===== src/rtl/gate_bist.sv =====
// Built-in stimulus/checker for a small combinational gate: sweeps every input
// vector, samples the gate output after a settle window and scores it against TRUTH.
module gate_bist #(
  parameter int                     N_IN   = 2,
  parameter logic [(1<<N_IN)-1:0]   TRUTH  = 4'b1000,
  parameter int                     SETTLE = 2
) (
  input  logic            clk,
  input  logic            rst_n,
  input  logic            start,
  input  logic            dut_y,
  output logic [N_IN-1:0] dut_in,
  output logic            busy,
  output logic            done,
  output logic            pass,
  output logic [N_IN:0]   err_count,
  output logic [N_IN-1:0] fail_vec
);

  localparam int CW = (SETTLE > 1) ? $clog2(SETTLE) : 1;

  localparam logic [1:0] S_IDLE   = 2'd0;
  localparam logic [1:0] S_SETTLE = 2'd1;
  localparam logic [1:0] S_CHECK  = 2'd2;
  localparam logic [1:0] S_DONE   = 2'd3;

  localparam logic [CW-1:0] CNT_LAST = CW'(SETTLE - 1);
  localparam logic [CW-1:0] CNT_ONE  = CW'(1);
  localparam logic [N_IN-1:0] VEC_ONE = N_IN'(1);
  localparam logic [N_IN:0]   ERR_ONE = (N_IN + 1)'(1);

  logic [1:0]      r_state;
  logic [N_IN-1:0] r_vec;
  logic [CW-1:0]   r_cnt;
  logic [N_IN:0]   r_err;
  logic [N_IN-1:0] r_fail_vec;
  logic            w_busy;
  logic            w_mismatch;

  // Case-inequality so an X/Z on the gate output is scored as a failure.
  assign w_mismatch = (dut_y !== TRUTH[r_vec]);
  assign w_busy     = (r_state == S_SETTLE) || (r_state == S_CHECK);

  always_ff @(posedge clk) begin
    if (!rst_n) begin
      r_state    <= S_IDLE;
      r_vec      <= '0;
      r_cnt      <= '0;
      r_err      <= '0;
      r_fail_vec <= '0;
    end else begin
      case (r_state)
        S_IDLE, S_DONE: begin
          if (start) begin
            r_state    <= S_SETTLE;
            r_vec      <= '0;
            r_cnt      <= '0;
            r_err      <= '0;
            r_fail_vec <= '0;
          end
        end
        S_SETTLE: begin
          if (r_cnt == CNT_LAST) begin
            r_state <= S_CHECK;
            r_cnt   <= '0;
          end else begin
            r_cnt <= r_cnt + CNT_ONE;
          end
        end
        S_CHECK: begin
          if (w_mismatch) begin
            r_err <= r_err + ERR_ONE;
            if (r_err == '0) begin
              r_fail_vec <= r_vec;
            end
          end
          if (r_vec == '1) begin
            r_state <= S_DONE;
          end else begin
            r_vec   <= r_vec + VEC_ONE;
            r_cnt   <= '0;
            r_state <= S_SETTLE;
          end
        end
        default: r_state <= S_IDLE;
      endcase
    end
  end

  assign dut_in    = w_busy ? r_vec : '0;
  assign busy      = w_busy;
  assign done      = (r_state == S_DONE);
  assign pass      = (r_state == S_DONE) && (r_err == '0);
  assign err_count = r_err;
  assign fail_vec  = r_fail_vec;

endmodule


===== config.mk =====
export PLATFORM = sky130hd
export DESIGN_NAME = gate_bist
export DESIGN_NICKNAME = d
export VERILOG_FILES = /design/src/rtl/gate_bist.sv
export SDC_FILE = /design/constraint.sdc
export NUM_CORES = 1
export LEC_CHECK = 0
export BUFFER_PORTS_ARGS = -buffer_cell sky130_fd_sc_hd__buf_2
export CAP_MARGIN = 30
export CORE_UTILIZATION = 50
export CTS_BUF_LIST = sky130_fd_sc_hd__clkbuf_8
export DETAILED_ROUTE_END_ITERATION = 16
export PLACE_DENSITY_LB_ADDON = 0.2
export RECOVER_POWER = 50
export SLEW_MARGIN = 20
export SYNTH_ARGS = -nofsm -noshare
export SYNTH_HDL_FRONTEND = slang
export SYNTH_SLANG_ARGS = --single-unit

===== constraint.sdc =====
create_clock -name clk -period 4.75 [get_ports clk]
set_clock_uncertainty 0.2 [all_clocks]
set_input_delay 1.425 -clock clk [delete_from_list [all_inputs] [get_ports clk]]
set_output_delay 1.425 -clock clk [all_outputs]
set_load 0.01 [all_outputs]

-- Yosys cells after proc, flatten, opt, wreduce, memory -nomap -nowiden
Index checks and enable logic that the tools add are counted.
- input port bits: 4
- word-level logic and storage cells: 50
- output and inout bits: 10
- register bits: 10
- add/sub/neg operators: 3
- order comparisons: 1
- reduce and logical (&&, ||, !) cells: 11
- mux-type cells: 20
- eq/ne operators: 10
- operators with widths (kind ; number):
    2-bit two-way mux ; 8
    2-bit != test, second input constant ; 4
    2-bit case mux with 2 select lines ; 2
    2-bit == test, second input constant ; 3
    3-bit two-way mux ; 2
    2-bit case mux with 3 select lines ; 1
    3-bit case mux with 2 select lines ; 1
    3-bit AND reduction ; 2
    1-bit two-way mux ; 4
    2-bit AND reduction ; 2
    4-bit AND reduction ; 1
    3-bit by 1-bit adder with 3-bit output, second input constant ; 1
    3-bit logical NOT ; 1
    2-bit by 3-bit less-than comparator with 1-bit output, second input constant ; 1
    1-bit case mux with 3 select lines ; 1
    2-bit by 1-bit adder with 2-bit output, second input constant ; 1
    1-bit binary-select mux with 2-bit select ; 1
    2-bit by 1-bit == test with 1-bit output, second input constant ; 1
    2-bit logical NOT ; 1
    2-bit by 1-bit != test with 1-bit output, second input constant ; 1
    2-bit nonzero test ; 1
    2-bit OR reduction ; 1
    1-bit adder, second input constant ; 1
    1-bit logical AND ; 1
    other kinds (2) ; 2

-- Logic depth before layout (Yosys ltp)
Gate-level depths: netlist of run 1.
- depth in word-level cells: 5
- mapped depth: 7
- depth with buffers taken out: 5

-- Least setup slack after synthesis of run 1
OpenSTA, ideal clock, no wires.
- path type: flip-flop to output port
- start point: register r_state[0]
- end point: output dut_in[0]
- path buffers: 1
- stages on the path, launching flop included: 5
- path slack: 2.082 ns
- data required time: 3.125 ns
- arrival: 1.043 ns
- path through: dfxtp_1 > inv_1 > ha_1 > buf_6 > and2b_2
- cells in the longest elaborated chain, start to end: 3
- elaborated cells on any way between the ends: 4
- classes of those cells: 2 x eq/ne; 1 x mux; 1 x reduce/logical
- RTL lines (what ; RTL line ; source):
    start, declared ; 32 ; logic [1:0] r_state;
    start signal, assigned ; 46 ; r_state <= S_IDLE;
    start signal, assigned ; 55 ; r_state <= S_SETTLE;
    start signal, assigned ; 64 ; r_state <= S_CHECK;
    2-bit by 1-bit == test with 1-bit output / 2-bit == test (equally long branches) ; 42 ; assign w_busy = (r_state == S_SETTLE) || (r_state == S_CHECK);
    1-bit logical OR * ; 42 ;
    2-bit two-way mux * ; 90 ; assign dut_in = w_busy ? r_vec : '0;
    end, declared ; 12 ; output logic [N_IN-1:0] dut_in,
Every way passes the cells marked *; elsewhere a longest branch is shown, timed or not.

-- Worst setup path in the final report of run 1
Same ends and word-level chain as after synthesis.

==> reports/results.txt, run 1 <==
Outcome - complete, no violations
Compound-Gate Fraction of Synth Area - 0.1468
Peak supply drop - 0.1837 mV
Worst skew pair latency - 0.23 ns
Commonest non-fill, non-tap cells in the layout - dfxtp_1 (10), nand2_1 (8), inv_1 (7), ha_1 (7), buf_2 (7)
Async SR Flop Fraction - 0
Floorplan Core Area - 1186 um2
Min Clock Period, post-route - 3.090 ns
Drt pass-1 iters - 4
TritonCTS clock tree - built
Number of cells after detailed placement - 101
H-Tree Depth - 1
Share of cell area taken by muxes after synthesis - 0.07339
Commonest non-fill, non-tap cell in the layout - dfxtp_1
Detailed-route DRC error count - 0
GRT busiest layer - met2
Number of enable flip-flop cells after synthesis - 0
Sw Share - 0.2393
Final net count - 103
Count of instances resized after the clock tree is built - 0
Syn avg cell area - 8.742 um2
Max_slew headroom - 0.6353
Buffer type at the clock tree root - clkbuf_8
Internal power contribution - 171.2 uW
Setup-failing EPs final - 0
Min setup slack post-route - 1.660 ns
Layout Area Growth over Synthesis - 12.11%
Synthesized netlist net count - 89
Synth unique cells - 29
Minimum hold slack - 0.2541 ns
Largest net degree at the start of global routing - 13
Inserted Clock Buffers - 3
Number of global-route vias before repair - 530
Area of the die - 1516 um2
Critical path capture point type - primary output
Xor and xnor fraction of the mapped netlist area - 0.01284
Share of the yosys chip area belonging to registers - 0.2936
Routing usage on met3 - 0.08092
Reg-to-reg slack, setup - 2.65 ns
Number of sinks on the clock net - 10
Path type of the worst min-delay path - flip-flop to flip-flop
Total via count after detailed routing - 558
Final sum of negative setup slack - 0 ns
Total power draw - 225.0 uW
Leakage component of the power - 0.0003402 uW
FF/Latch Area - 200.2 um2
CP Launch Type - flip-flop
Count of antenna-violating nets left after detailed routing - 0
Count of synthesis-stage warnings from yosys - 0
Cells taking the most area after synthesis - dfxtp_1 (29%), ha_1 (13%), mux2i_1 (7.3%)
Start-to-end type of the worst setup path - flip-flop to primary output
Area of the mapped netlist - 681.9 um2
Portion of total power attributed to combinational logic - 0.134
WL per Instance - 12.10 um
Port Buffer Count - 13
Proportion of netlist area held by the largest area contributor - 0.2936
Maximum fanout encountered on the critical timing path - 8
Die outline height - 38.93 um
Clock-pin transition on the worst setup and hold timing paths - 0.05 ns
Number of buffers on the longest clock path - 2
Share of final-layout standard cells stronger than drive strength 1 - 0.1538
Area of the multi-input gates - 407.9 um2
Quantity of hold-fixing buffers added after cts - 0
Signal arrival time at the worst endpoint - 1.47 ns
Number of DRC markers after the initial detailed-route iteration - 8
Routed wire length - 1270 um
Setup repair after global routing missed its margin - no
Number of antenna violations at the first check in global routing - 0
Pwr/cell area - 294.3 nW/um2
Placement Rows - 12
Main combinational cell family by area after synthesis - simple AND/OR/NAND/NOR gates
Synthesis-stage register bit count - 10
Maximum frequency from static timing analysis - 323.6 MHz
Least-Margin Pin Slew - 0.5438 ns
Placer's final routability congestion estimate - 0.7860
Floorplan die width - 38.93 um
Post-CTS setup buffers - 0
Final antenna diode count - 0
Met2 track demand over resource in global routing - 0.3500
Starting utilization of the core area - 0.5749
Post-synthesis adder-cell area fraction - 0.1284
Estimated wirelength of the detail-placed design - 957.3 um
Sequential share of power - 0.390
Post-layout instance count excluding filler cells - 105
Required time of the critical path - 3.12 ns
Switching pwr - 53.84 uW
Total routing usage reported by global routing - 0.2225
Number of maximum-capacitance violations - 0
Global-route met1 utilization - 0.2718
Number of vias per cell after detailed routing - 5.314
Global route overflow - 0
Number of inserted filler cells in the final layout - 121
Area share of and/or/nand/nor cells after synthesis - 0.2477
Mapped Cells - 78
Number of pins exceeding their max-slew limit in the final report - 0
Share of the cycle needed by the critical path after routing - 0.6506
Number of placed I/O pins - 14
First-pass GRT wire length - 2263 um
Clk network pwr share - 0.476
Cell accounting for the most synthesized area - dfxtp_1
Pre-CTS setup slack - 1.902 ns
Hold Fails Final Rpt - 0
Dominant register cell in the synthesized netlist - dfxtp_1
==> area by class of cell <==
cell class | count | share of cell area
multi-input combinational | 57 | 0.5336
sequential | 10 | 0.2619
timing repair buffer | 13 | 0.07529
clock buffer | 4 | 0.07201
inverter | 7 | 0.03437
tap | 14 | 0.02291
==> power by group through the flow <==
stage               Sequential, uW  Combinational (uW)  Clock, uW
global placement              89.4                31.0          0
global route                  88.0                34.8        114
finish                        87.8                30.1        107
CTS                           87.8                31.8        109
floorplan                     89.1                28.4          0
detailed placement            89.5                31.7          0
==> cells in the mapped netlist (2+ instances only) <==
cell and instances:
dfxtp_1 10, nand2_1 8, ha_1 7, inv_1 7
a21oi_1 5, mux2i_1 5, nand3_1 5, nor2_1 3
and2b_2 2, buf_6 2, nand2b_1 2, nor2b_1 2
o21ai_0 2, o31ai_1 2, or4_1 2
==> critical path, stage by stage (launching register included) <==
cell and delay [ns]:
dfxtp_1 0.35, inv_1 0.09, ha_1 0.42, and2b_2 0.24
buf_2 0.13
==> final timing paths <==
kind                          endpoint                     start  depth (start not counted)
max                          dut_in[0]   r_state[0]$_SDFFE_PN0P_                          4
min           fail_vec[1]$_SDFFE_PN0P_  fail_vec[1]$_SDFFE_PN0P_                          2
max reg2reg  err_count[0]$_SDFFE_PN0P_   r_state[0]$_SDFFE_PN0P_                          5
min reg2reg   fail_vec[1]$_SDFFE_PN0P_  fail_vec[1]$_SDFFE_PN0P_                          2
==> layer usage <==
layer  vias up  wire length [um]
li1        295                 -
met4         0                 4
met3         2                61
met2        14               581
met1       247               623
met5         -                 0
==> logic make-up (layout without fill, tap and decap cells) <==
logic type / after synthesis / after routing
AOI/OAI and AO/OA: 15 / 15
xor gates and xnor gates: 1 / 1
adders and majority gates: 7 / 7
buffers and inverters: 11 / 24
DFF: 10 / 10
muxes: 5 / 5
and+or+nand+nor: 29 / 29
==> registers in the layout (all words and copies together) (netlist names) <==
name	cells
err_count	3
r_cnt	1
fail_vec	2
r_vec	2
r_state	2
==> metrics by stage <==
stage,utilization,area [um2]
floorplan,-,681.9
global placement,0.6108,724.4
detailed placement,0.6108,724.4
CTS,0.6572,779.5
global route,0.6445,764.5
finish,0.6445,764.5
Note: power is estimated with default switching activity, not from simulation.
==> run 2: changes to the inputs <==
- clock period: 4.75 -> 3.1 ns (I/O delays scaled with it)
==> run 2 against run 1 <==
Power is 53% higher. Critical path depth stayed put. Via count is 0.18% higher. Die area stayed put. Core utilization is 0.11 points higher. Design area is 0.16% higher. Combinational power is 54% higher. Sequential cell count stayed put. Cell count stayed put. Worst hold slack stayed put. Critical path type unchanged. Largest power group unchanged. Highest routed layer unchanged.
==> reports/results.txt, run 2 (same netlist as run 1, synthesis figures left out) <==
Min setup slack post-route - 0.5048 ns (-1.155 ns)
Floorplan die width - 38.93 um (unchanged)
Internal power contribution - 262.5 uW (+53%)
Estimated wirelength of the detail-placed design - 957.3 um (unchanged)
Floorplan Core Area - 1186 um2 (unchanged)
Slowest stage cell, crit path - ha_1
Sw Share - 0.2392 (about the same)
Least-Margin Pin Slew - 0.5438 ns (unchanged)
Sequential share of power - 0.390 (about the same)
Count of antenna-violating nets left after detailed routing - 0 (unchanged)
Count of instances resized after the clock tree is built - 0 (unchanged)
Starting utilization of the core area - 0.5749 (unchanged)
Clock-pin transition on the worst setup and hold timing paths - 0.05 ns (about the same)
Area of all placed cells without fillers - 765.7 um2 (+0.16%)
Port Buffer Count - 13 (unchanged)
Number of DRC markers after the initial detailed-route iteration - 8 (unchanged)
Number of pins exceeding their max-slew limit in the final report - 0 (unchanged)
Maximum frequency from static timing analysis - 385.3 MHz
Detailed-route DRC error count - 0 (unchanged)
Layout Area Growth over Synthesis - 12.29%
Clk network pwr share - 0.476 (about the same)
Number of flip-flops in the largest register - 3 (unchanged)
Number of sinks on the clock net - 10 (unchanged)
Number of cells after detailed placement - 101 (unchanged)
Outcome - complete, no violations
Max_slew headroom - 0.6353 (unchanged)
Post-layout instance count excluding filler cells - 105 (unchanged)
Switching pwr - 82.51 uW (+53%)
Global route overflow - 0 (unchanged)
Pwr/cell area - 450.5 nW/um2 (+53%)
CP delay by family, top - adder cells
WL per Instance - 12.10 um (unchanged)
Pre-CTS setup slack - 0.7465 ns (-1.155 ns)
TritonCTS clock tree - built
Post-DP Area - 724.4 um2 (unchanged)
Commonest non-fill, non-tap cells in the layout - dfxtp_1 (10), nand2_1 (8), buf_2 (8)
Share of the cycle needed by the critical path after routing - 0.8372
Required time of the critical path - 1.97 ns (-1.15 ns)
Signal arrival time at the worst endpoint - 1.47 ns (about the same)
Critical path capture point type - primary output
Inserted Clock Buffers - 3 (unchanged)
Quantity of hold-fixing buffers added after cts - 0 (unchanged)
Final antenna diode count - 0 (unchanged)
Placer's final routability congestion estimate - 0.7860 (unchanged)
Number of maximum-capacitance violations - 0 (unchanged)
Placement Rows - 12 (unchanged)
Largest net degree at the start of global routing - 13 (unchanged)
Post-CTS setup buffers - 0 (unchanged)
Drt pass-1 iters - 4 (unchanged)
Final net count - 103 (unchanged)
Start-to-end type of the worst setup path - flip-flop to primary output
Finished Core Util - 0.6456 (+0.001055)
Worst path depth - 4 (unchanged)
Routed wire length - 1270 um (unchanged)
Setup-failing EPs final - 0 (unchanged)
Number of cell instances on the worst register-to-register path - 5 (unchanged)
Number of buffers on the longest clock path - 2 (unchanged)
Min Clock Period, post-route - 2.595 ns
Commonest non-fill, non-tap cell in the layout - dfxtp_1
Total via count after detailed routing - 559 (+0.18%)
Area of the die - 1516 um2 (unchanged)
Critical path's largest stage delay - 0.42 ns (about the same)
Number of inserted filler cells in the final layout - 121 (unchanged)
Leakage component of the power - 0.0003429 uW (+0.81%)
Hold Fails Final Rpt - 0 (unchanged)
Critical path buffer and inverter count - 2 (unchanged)
Final sum of negative setup slack - 0 ns (unchanged)
Depth of the worst hold-timing path - 2 (unchanged)
CP Cell Sequence - inv_1 -> ha_1 -> and2b_2 -> buf_2
Share of final-layout standard cells stronger than drive strength 1 - 0.1648 (+0.01099)
Maximum fanout encountered on the critical timing path - 8 (unchanged)
Portion of total power attributed to combinational logic - 0.134 (about the same)
Number of placed I/O pins - 14 (unchanged)
Path type of the worst min-delay path - flip-flop to flip-flop
Peak supply drop - 0.2815 mV (+53%)
Worst skew pair latency - 0.23 ns (about the same)
Setup repair after global routing missed its margin - no
H-Tree Depth - 1 (unchanged)
Die outline height - 38.93 um (unchanged)
Number of global-route vias before repair - 530 (unchanged)
Total routing usage reported by global routing - 0.2225 (unchanged)
Number of vias per cell after detailed routing - 5.324 (+0.18%)
First-pass GRT wire length - 2263 um (unchanged)
CP Launch Type - flip-flop
Buffer type at the clock tree root - clkbuf_8
Number of antenna violations at the first check in global routing - 0 (unchanged)
## run 2: layout make-up
type                    count  area [um2]  area share
multi-input cells          57       407.9      0.5327
flip-flops and latches     10       200.2      0.2614
repair buffers             13       58.81     0.07680
clock buffers               4       55.05     0.07190
inverters                   7       26.28     0.03431
well taps                  14       17.52     0.02288
## run 2: metal layers
metal | wire length (um) | global-route usage | vias to the layer above
met4 | 4 | 0.08621 | 0
li1 | - | - | 295
met2 | 583 | 0.3500 | 14
met1 | 621 | 0.2718 | 248
met5 | 0 | 0 | -
met3 | 61 | 0.08092 | 2
## run 2: power groups by stage
stage	Combinational [uW]	Clock, uW	Sequential [uW]
3_3_place_gp	47.4	0	137
6_report	46.3	164	135
4_1_cts	48.8	168	135
5_1_grt	53.5	175	135
3_5_place_dp	48.5	0	137
2_1_floorplan	43.6	0	137
## run 2: worst min-delay path, cell delays in order (launching register included)
cell,delay (ns)
dfxtp_1,0.30
nand2_1,0.05
mux2i_1,0.05
## run 2: worst paths after layout
check                           startpoint                        end  slack (ns)
hold reg to reg   fail_vec[1]$_SDFFE_PN0P_   fail_vec[1]$_SDFFE_PN0P_        0.25
setup / recovery   r_state[0]$_SDFFE_PN0P_                  dut_in[0]        0.50
hold / removal    fail_vec[1]$_SDFFE_PN0P_   fail_vec[1]$_SDFFE_PN0P_        0.25
setup reg to reg   r_state[0]$_SDFFE_PN0P_  err_count[0]$_SDFFE_PN0P_        1.00
## run 2: metrics by stage
| stage | hold slack (ns) | total power (uW) |
|---|---|---|
| after floorplan | 0.2698 | 180.1 |
| after global placement | 0.2431 | 184.4 |
| after detailed placement | 0.2491 | 185.6 |
| after CTS | 0.2562 | 351.0 |
| after global routing | 0.2885 | 363.8 |
| final | 0.2541 | 345.0 |
==> run 3: changes to the inputs <==
- ABC_AREA: unset -> 1
- clock period: 3.1 -> 2.6 ns (I/O delays scaled with it)
==> run 3 against run 2 <==
Worst setup slack worse by 0.19 ns. Combinational power grew to 3.6 times the previous value. Core utilization fell by 0.24 points. Critical path type unchanged. Critical endpoint is now dut_in[1].
==> reports/results.txt, run 3 <==
Outcome - complete, no violations
First-pass GRT wire length - 2090 um (-7.6%)
Final sum of negative setup slack - 0 ns (unchanged)
Worst skew pair latency - 0.23 ns (about the same)
Syn avg cell area - 6.869 um2 (-21%)
Area of the mapped netlist - 659.4 um2 (-3.3%)
Synth unique cells - 18 (-38%)
Area of the die - 1468 um2 (-3.1%)
H-Tree Depth - 1 (unchanged)
Number of sinks on the clock net - 10 (unchanged)
Die outline height - 38.32 um (-1.6%)
Number of antenna violations at the first check in global routing - 0 (unchanged)
Critical path buffer and inverter count - 2 (unchanged)
Final antenna diode count - 0 (unchanged)
Minimum hold slack - 0.2998 ns (+0.04568 ns)
Start-to-end type of the worst setup path - flip-flop to primary output
Number of placed I/O pins - 14 (unchanged)
Most repeated cell in the gate-level netlist after synthesis - nand2_1
Peak supply drop - 0.3163 mV (+12%)
Post-CTS setup buffers - 0 (unchanged)
Buffer type at the clock tree root - clkbuf_8
Number of flip-flops in the largest register - 3 (unchanged)
Share of final-layout standard cells stronger than drive strength 1 - 0.1518 (-0.01305)
Synthesized netlist net count - 107 (+20%)
Placement Rows - 12 (unchanged)
Count of antenna-violating nets left after detailed routing - 0 (unchanged)
Required time of the critical path - 1.62 ns (-0.35 ns)
TritonCTS clock tree - built
Cell accounting for the most synthesized area - dfxtp_1
Least-Margin Pin Slew - 0.4188 ns (-0.1250 ns)
Final net count - 125 (+21%)
Floorplan die width - 38.32 um (-1.6%)
Number of global-route vias before repair - 537 (+1.3%)
Setup-failing EPs final - 0 (unchanged)
Hold Fails Final Rpt - 0 (unchanged)
Port Buffer Count - 13 (unchanged)
Critical path capture point type - primary output
Total power draw - 510.9 uW (+48%)
Detailed-route DRC error count - 0 (unchanged)
Largest net degree at the start of global routing - 8 (-5)
Max_slew headroom - 0.7198 (+0.08450)
Drt pass-1 iters - 4 (unchanged)
Total via count after detailed routing - 623 (+11%)
Setup repair after global routing missed its margin - no
Routed wire length - 1246 um (-1.9%)
Cells taking the most area after synthesis - dfxtp_1 (30%), nand2_1 (14%), ha_1 (13%)
Number of enable flip-flop cells after synthesis - 0 (unchanged)
Inserted Clock Buffers - 3 (unchanged)
Total routing usage reported by global routing - 0.2058 (-0.01664)
Share of the cycle needed by the critical path after routing - 0.8773
Layout Area Growth over Synthesis - 14.23%
Synthesis-stage register bit count - 10 (unchanged)
CP Launch Type - flip-flop
Pwr/cell area - 678.2 nW/um2 (+51%)
Path type of the worst min-delay path - flip-flop to flip-flop
Number of vias per cell after detailed routing - 4.944 (-7.1%)
Placer's final routability congestion estimate - 0.8027 (+2.1%)
Count of instances resized after the clock tree is built - 0 (unchanged)
Critical path's largest stage delay - 0.37 ns (-0.05 ns)
Slowest stage cell, crit path - dfxtp_1
Number of buffers on the longest clock path - 2 (unchanged)
Proportion of netlist area held by the largest area contributor - 0.3036 (+0.01003)
Maximum fanout encountered on the critical timing path - 5 (-3)
Estimated wirelength of the detail-placed design - 979.9 um (+2.4%)
Async SR Flop Fraction - 0 (unchanged)
Global route overflow - 0 (unchanged)
Number of maximum-capacitance violations - 0 (unchanged)
Min Clock Period, post-route - 2.281 ns
CP delay by family, top - flip-flops
Quantity of hold-fixing buffers added after cts - 0 (unchanged)
Top cell types by occurrence after synthesis - nand2_1 (24), inv_1 (17), nor2_1 (11)
Number of pins exceeding their max-slew limit in the final report - 0 (unchanged)
Maximum frequency from static timing analysis - 438.4 MHz
Reg-to-reg slack, setup - 0.58 ns (-0.42 ns)
Count of synthesis-stage warnings from yosys - 0 (unchanged)
Number of DRC markers after the initial detailed-route iteration - 10 (+2)
Commonest non-fill, non-tap cells in the layout - nand2_1 (24), inv_1 (18), nor2_1 (13)
CP Cell Sequence - inv_1 -> ha_1 -> nor2_1 -> buf_2
Commonest non-fill, non-tap cell in the layout - nand2_1
Mapped Cells - 96 (+23%)
Floorplan Core Area - 1171 um2 (-1.3%)
Starting utilization of the core area - 0.5630 (-0.01186)
Signal arrival time at the worst endpoint - 1.30 ns (-0.17 ns)
Leakage component of the power - 0.0003839 uW (+12%)
Dominant register cell in the synthesized netlist - dfxtp_1
Clock-pin transition on the worst setup and hold timing paths - 0.04 ns (about the same)
Share of the yosys chip area belonging to registers - 0.3036 (+0.01003)
WL per Instance - 9.889 um (-18%)
-- run 3: cells by family (layout without fill, tap and decap cells) --
logic type,count (synthesis),count (layout),share of synthesized area
AO/OA/AOI/OAI,10,10,0.07970
buffers and inverters,19,35,0.1082
AND/OR/NAND/NOR,50,50,0.3757
flip-flops,10,10,0.3036
adder cells (fa/ha/maj),7,7,0.1328
-- run 3: metrics by stage --
step | instance area, um2 | util | std cells | worst slack, ns
5_1_grt | 753.2 | 0.6432 | 126 | 0.2546
3_5_place_dp | 742.0 | 0.6335 | 123 | 0.5299
2_1_floorplan | 659.4 | - | 96 | 0.6654
3_3_place_gp | 742.0 | 0.6335 | 123 | 0.5653
6_report | 753.2 | 0.6432 | 126 | 0.3189
4_1_cts | 783.3 | 0.6688 | 126 | 0.2822
-- run 3: worst paths after layout --
| check | endpoint | cells past startpoint | start |
|---|---|---|---|
| worst max register to register | err_count[1]$_SDFFE_PN0P_ | 9 | r_state[0]$_SDFFE_PN0P_ |
| worst min-delay path | r_vec[0]$_SDFFE_PN0P_ | 2 | r_vec[0]$_SDFFE_PN0P_ |
| worst min register to register | r_vec[0]$_SDFFE_PN0P_ | 2 | r_vec[0]$_SDFFE_PN0P_ |
| worst max-delay path | dut_in[1] | 4 | r_state[0]$_SDFFE_PN0P_ |
-- run 3: routing by layer --
metal / vias up / share of wire / track usage
li1: 328 / - / -
met3: 3 / 0.035 / 0.03488
met1: 279 / 0.49 / 0.2420
met4: 0 / 0.0088 / 0.1250
met2: 13 / 0.46 / 0.3432
met5: - / 0 / 0
-- run 3: cell type report --
| class | instances | area [um2] |
|---|---|---|
| inverter | 19 | 71.32 |
| multi-input combinational | 67 | 364.1 |
| fill | 114 | 417.9 |
| timing repair buffer | 13 | 58.81 |
| tap | 14 | 17.52 |
| clock buffer | 3 | 41.29 |
| sequential | 10 | 200.2 |
-- run 3: tightest hold or removal path, cell delays in order (launching register included) --
cell and delay, ns:
dfxtp_1 0.33, nand2_1 0.07, a21oi_1 0.05
-- run 3: power breakdown --
part,total [uW],internal [uW],switching (uW)
sequential,188,174,13.9
combinational,168,61.9,106
clock,155,101,54.2
